`src/rtl/crc_stream_arbiter_pkg.sv`:
```
// -----------------------------------------------------------------------------
// crc_stream_arbiter_pkg
// Shared definitions for the CRC stream arbiter: the engine register-select
// codes, the CRC width code, the arbiter FSM state encodings and helpers that
// turn a width code into the shift that MSB-justifies a value in 32 bits.
// -----------------------------------------------------------------------------
package crc_stream_arbiter_pkg;

    // Engine register selects (write side)
    localparam logic [1:0] RS_CRC  = 2'b00;  // CRC register (init on write)
    localparam logic [1:0] RS_POLY = 2'b01;  // polynomial
    localparam logic [1:0] RS_DATA = 2'b10;  // data byte, fed MSB first
    localparam logic [1:0] RS_REFL = 2'b11;  // data byte, bit-reflected first
    // Engine register selects (read side)
    localparam logic [1:0] RS_STAT = 2'b01;  // bit0 = byte finished
    localparam logic [1:0] RS_CRCR = 2'b10;  // CRC register, bit-reversed

    typedef enum logic [1:0] {
        W8  = 2'b00,
        W16 = 2'b01,
        W32 = 2'b10
    } width_e;

    localparam logic [3:0] ST_IDLE    = 4'd0;
    localparam logic [3:0] ST_ARB     = 4'd1;
    localparam logic [3:0] ST_WR_POLY = 4'd2;
    localparam logic [3:0] ST_WR_INIT = 4'd3;
    localparam logic [3:0] ST_WAIT    = 4'd4;
    localparam logic [3:0] ST_WR_DATA = 4'd5;
    localparam logic [3:0] ST_POLL    = 4'd6;
    localparam logic [3:0] ST_RD_RES  = 4'd7;
    localparam logic [3:0] ST_DONE    = 4'd8;

    // Width codes 1x both mean 32 bits.
    function automatic width_e decode_width(input logic [1:0] code);
        if (code[1])      return W32;
        else if (code[0]) return W16;
        else              return W8;
    endfunction

    // Left shift that moves a W-bit LSB-justified value to the top of 32 bits.
    function automatic logic [5:0] shift_of(input width_e w);
        case (w)
            W8:      return 6'd24;
            W16:     return 6'd16;
            default: return 6'd0;
        endcase
    endfunction

endpackage

```
`src/rtl/crc_stream_arbiter_if.sv`:
```
// -----------------------------------------------------------------------------
// crc_stream_arbiter_if
// Client-facing handshakes of the CRC stream arbiter: two byte streams in
// (valid/data/last/ready, channel n on bit n / byte n) and one result stream
// out (valid/data/id/ready).
//   slave  : the arbiter side
//   master : the client / testbench side
// -----------------------------------------------------------------------------
interface crc_stream_arbiter_if;
    logic [1:0]  s_valid;
    logic [15:0] s_data;
    logic [1:0]  s_last;
    logic [1:0]  s_ready;
    logic        res_valid;
    logic [31:0] res_data;
    logic        res_id;
    logic        res_ready;

    modport slave (
        input  s_valid, s_data, s_last, res_ready,
        output s_ready, res_valid, res_data, res_id
    );

    modport master (
        output s_valid, s_data, s_last, res_ready,
        input  s_ready, res_valid, res_data, res_id
    );
endinterface

```
`src/rtl/crc_stream_arbiter_rr_arb2.sv`:
```
// -----------------------------------------------------------------------------
// rr_arb2
// Two-way round-robin arbiter. The last-grant register only moves when a
// frame completes, so the grant stays stable for the whole frame.
//   clk, reset   : clock, async active-high reset (favours ch0 afterwards)
//   req_i[1:0]   : request per channel
//   done_i       : frame-done strobe
//   done_id_i    : channel whose frame just completed
//   gnt_o        : channel to grant (valid when any request is set)
// -----------------------------------------------------------------------------
module rr_arb2 (
    input  logic       clk,
    input  logic       reset,
    input  logic [1:0] req_i,
    input  logic       done_i,
    input  logic       done_id_i,
    output logic       gnt_o
);
    logic last_q;

    // Under contention the channel not served last wins.
    assign gnt_o = (req_i == 2'b11) ? ~last_q : req_i[1];

    always_ff @(posedge clk or posedge reset) begin
        if (reset)       last_q <= 1'b1;
        else if (done_i) last_q <= done_id_i;
    end
endmodule

```
`src/rtl/crc_stream_arbiter.sv`:
```
// -----------------------------------------------------------------------------
// crc_stream_arbiter
// Shares one 4-register CRC engine between two byte-stream clients, one frame
// at a time. Per frame: program polynomial and init from the winner's config,
// write each byte and poll until the engine finishes it, then read the result,
// apply output reflection / final XOR and present it on the result stream.
//   clk, reset         : clock, async active-high reset
//   strm (slave)       : byte streams in, result stream out
//   cfg_*              : per-channel config, ch n in slice n, sampled in ARB
//   crc_cs/rs/wrl/d    : engine bus, combinational decode of the FSM state
//   crc_q              : engine read data (combinational)
// -----------------------------------------------------------------------------
module crc_stream_arbiter
    import crc_stream_arbiter_pkg::*;
#(
    parameter int NREQ = 2
) (
    input  logic                 clk,
    input  logic                 reset,
    crc_stream_arbiter_if.slave  strm,
    input  logic [63:0]          cfg_poly,
    input  logic [63:0]          cfg_init,
    input  logic [63:0]          cfg_xorout,
    input  logic [3:0]           cfg_w,
    input  logic [1:0]           cfg_refin,
    input  logic [1:0]           cfg_refout,
    output logic                 crc_cs,
    output logic [1:0]           crc_rs,
    output logic [3:0]           crc_wrl,
    output logic [31:0]          crc_d,
    input  logic [31:0]          crc_q
);
    logic [3:0]      state_q, state_d;
    logic            id_q, id_d;
    logic            last_q, last_d;
    logic            res_valid_q, res_valid_d;
    logic            res_id_q, res_id_d;
    logic [31:0]     res_data_q, res_data_d;
    // Frame config, held from ARB until the next ARB
    logic [31:0]     poly_q, init_q, xorout_q;
    logic [5:0]      sh_q;
    logic            refin_q, refout_q;

    logic [NREQ-1:0] req;
    logic            gnt;
    logic            frame_done;
    logic [31:0]     wmask;
    logic [31:0]     res_raw;
    logic [1:0]      s_ready_c;

    assign req        = strm.s_valid;
    assign frame_done = (state_q == ST_DONE) && strm.res_ready;

    rr_arb2 u_arb (
        .clk       (clk),
        .reset     (reset),
        .req_i     (req),
        .done_i    (frame_done),
        .done_id_i (id_q),
        .gnt_o     (gnt)
    );

    // The engine keeps the CRC MSB-justified; the reversed read puts it at
    // the bottom, the plain read needs shifting down.
    assign wmask   = 32'hFFFF_FFFF >> sh_q;
    assign res_raw = refout_q ? (crc_q & wmask) : (crc_q >> sh_q);

    always_comb begin
        state_d     = state_q;
        id_d        = id_q;
        last_d      = last_q;
        res_valid_d = res_valid_q;
        res_id_d    = res_id_q;
        res_data_d  = res_data_q;
        case (state_q)
            ST_IDLE:    if (|strm.s_valid) state_d = ST_ARB;
            ST_ARB: begin
                id_d    = gnt;
                state_d = ST_WR_POLY;
            end
            ST_WR_POLY: state_d = ST_WR_INIT;
            ST_WR_INIT: state_d = ST_WAIT;
            ST_WAIT:    if (strm.s_valid[id_q]) state_d = ST_WR_DATA;
            ST_WR_DATA: begin
                last_d  = strm.s_last[id_q];
                state_d = ST_POLL;
            end
            ST_POLL:    if (crc_q[0]) state_d = last_q ? ST_RD_RES : ST_WAIT;
            ST_RD_RES: begin
                res_data_d  = res_raw ^ (xorout_q & wmask);
                res_valid_d = 1'b1;
                res_id_d    = id_q;
                state_d     = ST_DONE;
            end
            ST_DONE: begin
                if (strm.res_ready) begin
                    res_valid_d = 1'b0;
                    state_d     = ST_IDLE;
                end
            end
            default:    state_d = ST_IDLE;
        endcase
    end

    always_comb begin
        crc_cs    = 1'b0;
        crc_rs    = RS_CRC;
        crc_wrl   = 4'b0000;
        crc_d     = 32'h0;
        s_ready_c = 2'b00;
        case (state_q)
            ST_WR_POLY: begin
                crc_cs  = 1'b1;
                crc_rs  = RS_POLY;
                crc_wrl = 4'b1111;
                crc_d   = poly_q << sh_q;
            end
            ST_WR_INIT: begin
                crc_cs  = 1'b1;
                crc_rs  = RS_CRC;
                crc_wrl = 4'b1111;
                crc_d   = init_q << sh_q;
            end
            ST_WR_DATA: begin
                crc_cs        = 1'b1;
                crc_rs        = refin_q ? RS_REFL : RS_DATA;
                crc_wrl       = 4'b0001;
                crc_d         = {24'h0, strm.s_data[{id_q, 3'b000} +: 8]};
                s_ready_c[id_q] = 1'b1;
            end
            ST_POLL: begin
                crc_cs = 1'b1;
                crc_rs = RS_STAT;
            end
            ST_RD_RES: begin
                crc_cs = 1'b1;
                crc_rs = refout_q ? RS_CRCR : RS_CRC;
            end
            default: ;
        endcase
    end

    assign strm.s_ready   = s_ready_c;
    assign strm.res_valid = res_valid_q;
    assign strm.res_data  = res_data_q;
    assign strm.res_id    = res_id_q;

    always_ff @(posedge clk or posedge reset) begin
        if (reset) begin
            state_q     <= ST_IDLE;
            id_q        <= 1'b0;
            last_q      <= 1'b0;
            res_valid_q <= 1'b0;
            res_id_q    <= 1'b0;
            res_data_q  <= 32'h0;
        end else begin
            state_q     <= state_d;
            id_q        <= id_d;
            last_q      <= last_d;
            res_valid_q <= res_valid_d;
            res_id_q    <= res_id_d;
            res_data_q  <= res_data_d;
        end
    end

    // Config capture for the granted channel; mid-frame changes never reach it.
    always_ff @(posedge clk) begin
        if (state_q == ST_ARB) begin
            poly_q   <= cfg_poly[{gnt, 5'b00000} +: 32];
            init_q   <= cfg_init[{gnt, 5'b00000} +: 32];
            xorout_q <= cfg_xorout[{gnt, 5'b00000} +: 32];
            sh_q     <= shift_of(decode_width(cfg_w[{gnt, 1'b0} +: 2]));
            refin_q  <= cfg_refin[gnt];
            refout_q <= cfg_refout[gnt];
        end
    end
endmodule

```
`src/flat_wrapper.sv`:
```
// flat-port wrapper written by rule: the top's interface ports become plain ports
module crc_stream_arbiter_flat import crc_stream_arbiter_pkg::*;
#(
    parameter int NREQ = 2
)
  (clk, reset, cfg_poly, cfg_init, cfg_xorout, cfg_w, cfg_refin, cfg_refout, crc_cs, crc_rs, crc_wrl, crc_d, crc_q, strm_s_valid, strm_s_data, strm_s_last, strm_res_ready, strm_s_ready, strm_res_valid, strm_res_data, strm_res_id);
  crc_stream_arbiter_if strm_i ();
  input  logic clk;
  input  logic reset;
  input  logic [63:0] cfg_poly;
  input  logic [63:0] cfg_init;
  input  logic [63:0] cfg_xorout;
  input  logic [3:0] cfg_w;
  input  logic [1:0] cfg_refin;
  input  logic [1:0] cfg_refout;
  output logic crc_cs;
  output logic [1:0] crc_rs;
  output logic [3:0] crc_wrl;
  output logic [31:0] crc_d;
  input  logic [31:0] crc_q;
  input wire logic [$bits(strm_i.s_valid)-1:0] strm_s_valid;
  input wire logic [$bits(strm_i.s_data)-1:0] strm_s_data;
  input wire logic [$bits(strm_i.s_last)-1:0] strm_s_last;
  input wire logic [$bits(strm_i.res_ready)-1:0] strm_res_ready;
  output wire logic [$bits(strm_i.s_ready)-1:0] strm_s_ready;
  output wire logic [$bits(strm_i.res_valid)-1:0] strm_res_valid;
  output wire logic [$bits(strm_i.res_data)-1:0] strm_res_data;
  output wire logic [$bits(strm_i.res_id)-1:0] strm_res_id;
  assign strm_i.s_valid = strm_s_valid;
  assign strm_i.s_data = strm_s_data;
  assign strm_i.s_last = strm_s_last;
  assign strm_i.res_ready = strm_res_ready;
  assign strm_s_ready = strm_i.s_ready;
  assign strm_res_valid = strm_i.res_valid;
  assign strm_res_data = strm_i.res_data;
  assign strm_res_id = strm_i.res_id;
  crc_stream_arbiter #(.NREQ(NREQ)) u_core (.clk(clk), .reset(reset), .strm(strm_i), .cfg_poly(cfg_poly), .cfg_init(cfg_init), .cfg_xorout(cfg_xorout), .cfg_w(cfg_w), .cfg_refin(cfg_refin), .cfg_refout(cfg_refout), .crc_cs(crc_cs), .crc_rs(crc_rs), .crc_wrl(crc_wrl), .crc_d(crc_d), .crc_q(crc_q));
endmodule
```
`config.mk`:
```
export PLATFORM = sky130hd
export DESIGN_NAME = crc_stream_arbiter_flat
export DESIGN_NICKNAME = d
export VERILOG_FILES = /design/src/rtl/crc_stream_arbiter_pkg.sv /design/src/rtl/crc_stream_arbiter_if.sv /design/src/rtl/crc_stream_arbiter_rr_arb2.sv /design/src/rtl/crc_stream_arbiter.sv /design/src/flat_wrapper.sv
export SDC_FILE = /design/constraint.sdc
export NUM_CORES = 1
export LEC_CHECK = 0
export BUFFER_PORTS_ARGS = -buffer_cell sky130_fd_sc_hd__buf_2
export CAP_MARGIN = 25
export CORE_MARGIN = 8
export CORE_UTILIZATION = 35
export CTS_BUF_LIST = sky130_fd_sc_hd__clkbuf_16
export DETAILED_ROUTE_END_ITERATION = 10
export RECOVER_POWER = 25
export SETUP_SLACK_MARGIN = 0.05
export SYNTH_ARGS = -nofsm -noshare
export SYNTH_HDL_FRONTEND = slang
export SYNTH_SLANG_ARGS = --single-unit
```
`constraint.sdc`:
```
create_clock -name clk -period 12.3 [get_ports clk]
set_input_delay 0.615 -clock clk [delete_from_list [all_inputs] [get_ports clk]]
set_output_delay 0.615 -clock clk [all_outputs]
set_load 0.01 [all_outputs]
```
==> insert_results.sql <==
INSERT INTO impl_metrics (metric_group, metric, value, unit) VALUES
('setup_path', 'timing.critical_path.max_delay_family', 'buffers and inverters', ''),
('final_layout', 'n_antenna_cell', '0', ''),
('cts', 'ctsHoldBuffers', '0', ''),
('grt', 'grt_antenna_before_repair', '1', ''),
('placement', 'gp_routability_congestion', '0.8454', ''),
('timing', 'final.period_utilization', '30.03', '%'),
('cts', 'clkSlewWorstSetupHoldPaths', '60', 'ps'),
('logic_synthesis', 'post_synth_num_cell_types', '43', ''),
('setup_path', 'slowest_delay', '1570', 'ps'),
('cts', 'cts.sinks', '141', ''),
('timing', 'tightest_slew', '2468', 'ps'),
('logic_synthesis', 'dominantRegCellSynth', 'sky130_fd_sc_hd__edfxtp_1', ''),
('timing', 'finalHoldWorstSlack', '409.5', 'ps'),
('timing', 'fmax', '0.2708', 'GHz'),
('run_status', 'status', 'complete, but fails checks', ''),
('timing', 'final_hold_viol_count', '0', ''),
('cts', 'cts_inserted_buffers', '17', ''),
('run', 'drv.max_cap_violation_count', '2', ''),
('cts', 'cts_resized', '0', ''),
('power_and_ir_drop', 'total_leakage_power', '4.339', 'nW'),
('die', 'row_count', '54', ''),
('setup_path', 'data_required_time_of_the_worst_path', '12450', 'ps'),
('die', 'dieArea', '0.02718', 'sq mm'),
('routing', 'drc', '0', ''),
('timing', 'finalSetupViolations', '0', ''),
('logic_synthesis', 'synth_edf_count', '100', ''),
('routing', 'drt_first_pass_iters', '5', ''),
('grt', 'grt_pass1_vias', '6742', ''),
('logic_synthesis', 'netlist.area_leader.share', '38.72', '%'),
('min_path', 'worst_hold_path_type', 'in -> reg', ''),
('logic_synthesis', 'synth_async_sr_flop_share', '29.08', '%'),
('cts', 'cts_buffer_depth', '2', ''),
('cts', 'tritoncts', 'yes', ''),
('setup_path', 'timing.critical_path.from_type', 'register', ''),
('final_layout', 'area_delta_synth_final', '31.10', '%'),
('setup_path', 'cp.arrival', '3840', 'ps'),
('die', 'io_pins', '330', ''),
('logic_synthesis', 'syn-num-nets', '892', ''),
('die', 'dieWidth', '164.9', 'um'),
('timing', 'slew_headroom', '-64.53', '%'),
('power_and_ir_drop', 'p_total', '2.122', 'mW'),
('die', 'die_y', '164.9', 'um'),
('final_layout', 'fin_cells', '1241', ''),
('final_layout', 'drive_gt1_share', '45.89', '%'),
('logic_synthesis', 'synth-seq-cells', '141', ''),
('timing', 'timing.clock.skew', '7.184', 'ps'),
('timing', 'slew_violations', '83', ''),
('logic_synthesis', 'synth.top_cells.by_area', 'sky130_fd_sc_hd__edfxtp_1 39%, sky130_fd_sc_hd__mux2_2 15%, sky130_fd_sc_hd__dfrtp_1 13%, sky130_fd_sc_hd__mux2i_1 7.0%, sky130_fd_sc_hd__nand2_1 3.1%', ''),
('cts', 'ctsHtreeMaxLevel', '4', ''),
('logic_synthesis', 'yosysWarnings', '0', ''),
('cts', 'clockRootBuffer', 'sky130_fd_sc_hd__clkbuf_16', ''),
('logic_synthesis', 'synthCells', '637', ''),
('routing', 'antenna_left', '0', ''),
('power_and_ir_drop', 'p_per_area', '208.7', 'mW/mm^2'),
('timing', 'tns', '0', 'ps'),
('placement', 'dp_cells', '1209', ''),
('setup_path', 'path_cells', 'a21boi_4, clkbuf_1, buf_4, mux2_2', ''),
('grt', 'global_route_wire_length_before_repair', '39.32', 'mm'),
('setup_path', 'slowest_stage', 'sky130_fd_sc_hd__clkbuf_1', ''),
('grt', 'grt_start_max_net_pins', '74', ''),
('setup_path', 'crit_fanout', '62', ''),
('setup_path', 'worstPathBufferInverterCount', '2', ''),
('logic_synthesis', 'ys_seq_area_share', '51.96', '%'),
('final_layout', 'num-nets-final', '1203', ''),
('grt', 'global_route.overflow_total', '0', ''),
('logic_synthesis', 'netlist_area', '0.007756', 'sq mm'),
('cts', 'clk-insertion-delay-late', '410', 'ps'),
('logic_synthesis', 'netlist.top_cell.by_area', 'sky130_fd_sc_hd__edfxtp_1', ''),
('setup_path', 'setup.worst_path.class', 'reg -> reg', ''),
('routing', 'drt-vias-per-instance', '5.073', ''),
('run_status', 'violated_checks', 'capacitance limit, slew limit', '');
-- layer usage --
| layer | part of all wire, % | up-vias | track usage [%] |
|---|---|---|---|
| li1 | - | 3015 | - |
| met1 | 41 | 2956 | 23.27 |
| met4 | 2.3 | 2 | 7.125 |
| met3 | 8.8 | 34 | 6.157 |
| met5 | 0.034 | - | 0 |
| met2 | 48 | 289 | 32.08 |
-- through the flow --
| step | setup WS [ps] | instance area [sq um] | util, % |
|---|---|---|---|
| global route | 8111 | 10170 | 46.59 |
| CTS | 8588 | 10220 | 46.82 |
| global placement | 9152 | 9620 | 44.08 |
| detailed placement | 9039 | 9620 | 44.08 |
| finish | 8607 | 10170 | 46.59 |
| floorplan | 3423 | 7756 | - |
-- layout by cell type, fill, tap and decap left out, types with 4 or more instances in the layout --
cell type                     n
sky130_fd_sc_hd__a211o_1      9
sky130_fd_sc_hd__a21oi_1     13
sky130_fd_sc_hd__a32o_1       8
sky130_fd_sc_hd__and2_1      10
sky130_fd_sc_hd__buf_2      295
sky130_fd_sc_hd__buf_4        8
sky130_fd_sc_hd__clkbuf_1    36
sky130_fd_sc_hd__clkbuf_16   17
sky130_fd_sc_hd__dfrtp_1     40
sky130_fd_sc_hd__edfxtp_1   100
sky130_fd_sc_hd__inv_1        5
sky130_fd_sc_hd__mux2_2     105
sky130_fd_sc_hd__mux2i_1     54
sky130_fd_sc_hd__nand2_1     65
sky130_fd_sc_hd__nand2b_1     9
sky130_fd_sc_hd__nand3_1      4
sky130_fd_sc_hd__nor2_1      22
sky130_fd_sc_hd__nor2b_1     12
sky130_fd_sc_hd__o21ai_0     22
sky130_fd_sc_hd__o21ai_1      8
sky130_fd_sc_hd__o221ai_1    16
sky130_fd_sc_hd__o22a_1       6
sky130_fd_sc_hd__o22ai_1      8
sky130_fd_sc_hd__o2bb2ai_1    6
sky130_fd_sc_hd__o31ai_1     17
sky130_fd_sc_hd__xnor2_1     16
sky130_fd_sc_hd__xor2_1      17
-- worst paths after layout --
check	endpoint	slack, ps	depth (start not counted)	startpoint
min reg2reg	u_core.strm.res_data[19]$_DFFE_PP0P_	470	2	u_core.strm.res_data[19]$_DFFE_PP0P_
min	u_core.state_q[3]$_DFFE_PP0P_	410	2	strm_res_ready
min in group asynchronous	u_core.strm.res_data[29]$_DFFE_PP0P_	1110	3	reset
max reg2reg	u_core.init_q[4]$_DFFE_PP_	8610	4	u_core.u_arb.last_q$_DFFE_PP1P_
max	u_core.init_q[4]$_DFFE_PP_	8610	4	u_core.u_arb.last_q$_DFFE_PP1P_
max in group asynchronous	u_core.state_q[3]$_DFFE_PP0P_	9780	3	reset
-- cells by family after synthesis --
| kind of cell | after synthesis | synth area share, % |
|---|---|---|
| muxes | 159 | 22.21 |
| buffers and inverters | 52 | 3.194 |
| xor gates and xnor gates | 33 | 3.726 |
| AOI/OAI and AO/OA | 117 | 10.66 |
| and+or+nand+nor | 135 | 8.243 |
| DFF | 141 | 51.96 |
-- area by class of cell --
class / count / area (sq um)
tap: 280 / 350.3
multi-input combinational: 444 / 3500
clock inverter: 15 / 172.7
inverter: 5 / 18.77
timing repair buffer: 339 / 1672
fill: 2079 / 11650
clock buffer: 17 / 425.4
sequential: 141 / 4030
-- sequential cells by signal, summed over array words and instances (netlist names) --
register               flops
u_core.sh_q                2
u_core.u_arb.last_q        1
u_core.refout_q            1
u_core.init_q             32
u_core.id_q                1
u_core.strm.res_id         1
u_core.state_q             4
u_core.strm.res_valid      1
u_core.xorout_q           32
u_core.strm.res_data      32
u_core.poly_q             32
u_core.last_q              1
u_core.refin_q             1
-- Yosys cell counts (all sizes together), types with 6 or more instances --
library cell / instances
o22a: 6
nand2b: 9
o31ai: 17
nor2b: 12
and2: 10
buf: 28
dfrtp: 40
a211o: 9
o22ai: 8
nor2: 22
o221ai: 16
xor2: 17
a21oi: 13
clkbuf: 19
o21ai: 30
nand2: 65
mux2i: 54
o2bb2ai: 6
edfxtp: 100
mux2: 105
a32o: 8
xnor2: 16
-- power by group --
part           internal, mW  switching (mW)  leakage (nW)
clock network         0.319           0.209         0.290
registers             0.704           0.106          1.44
logic                 0.320           0.464          2.61
total                  1.34           0.779          4.34
Power figures use the tool's default switching activity.
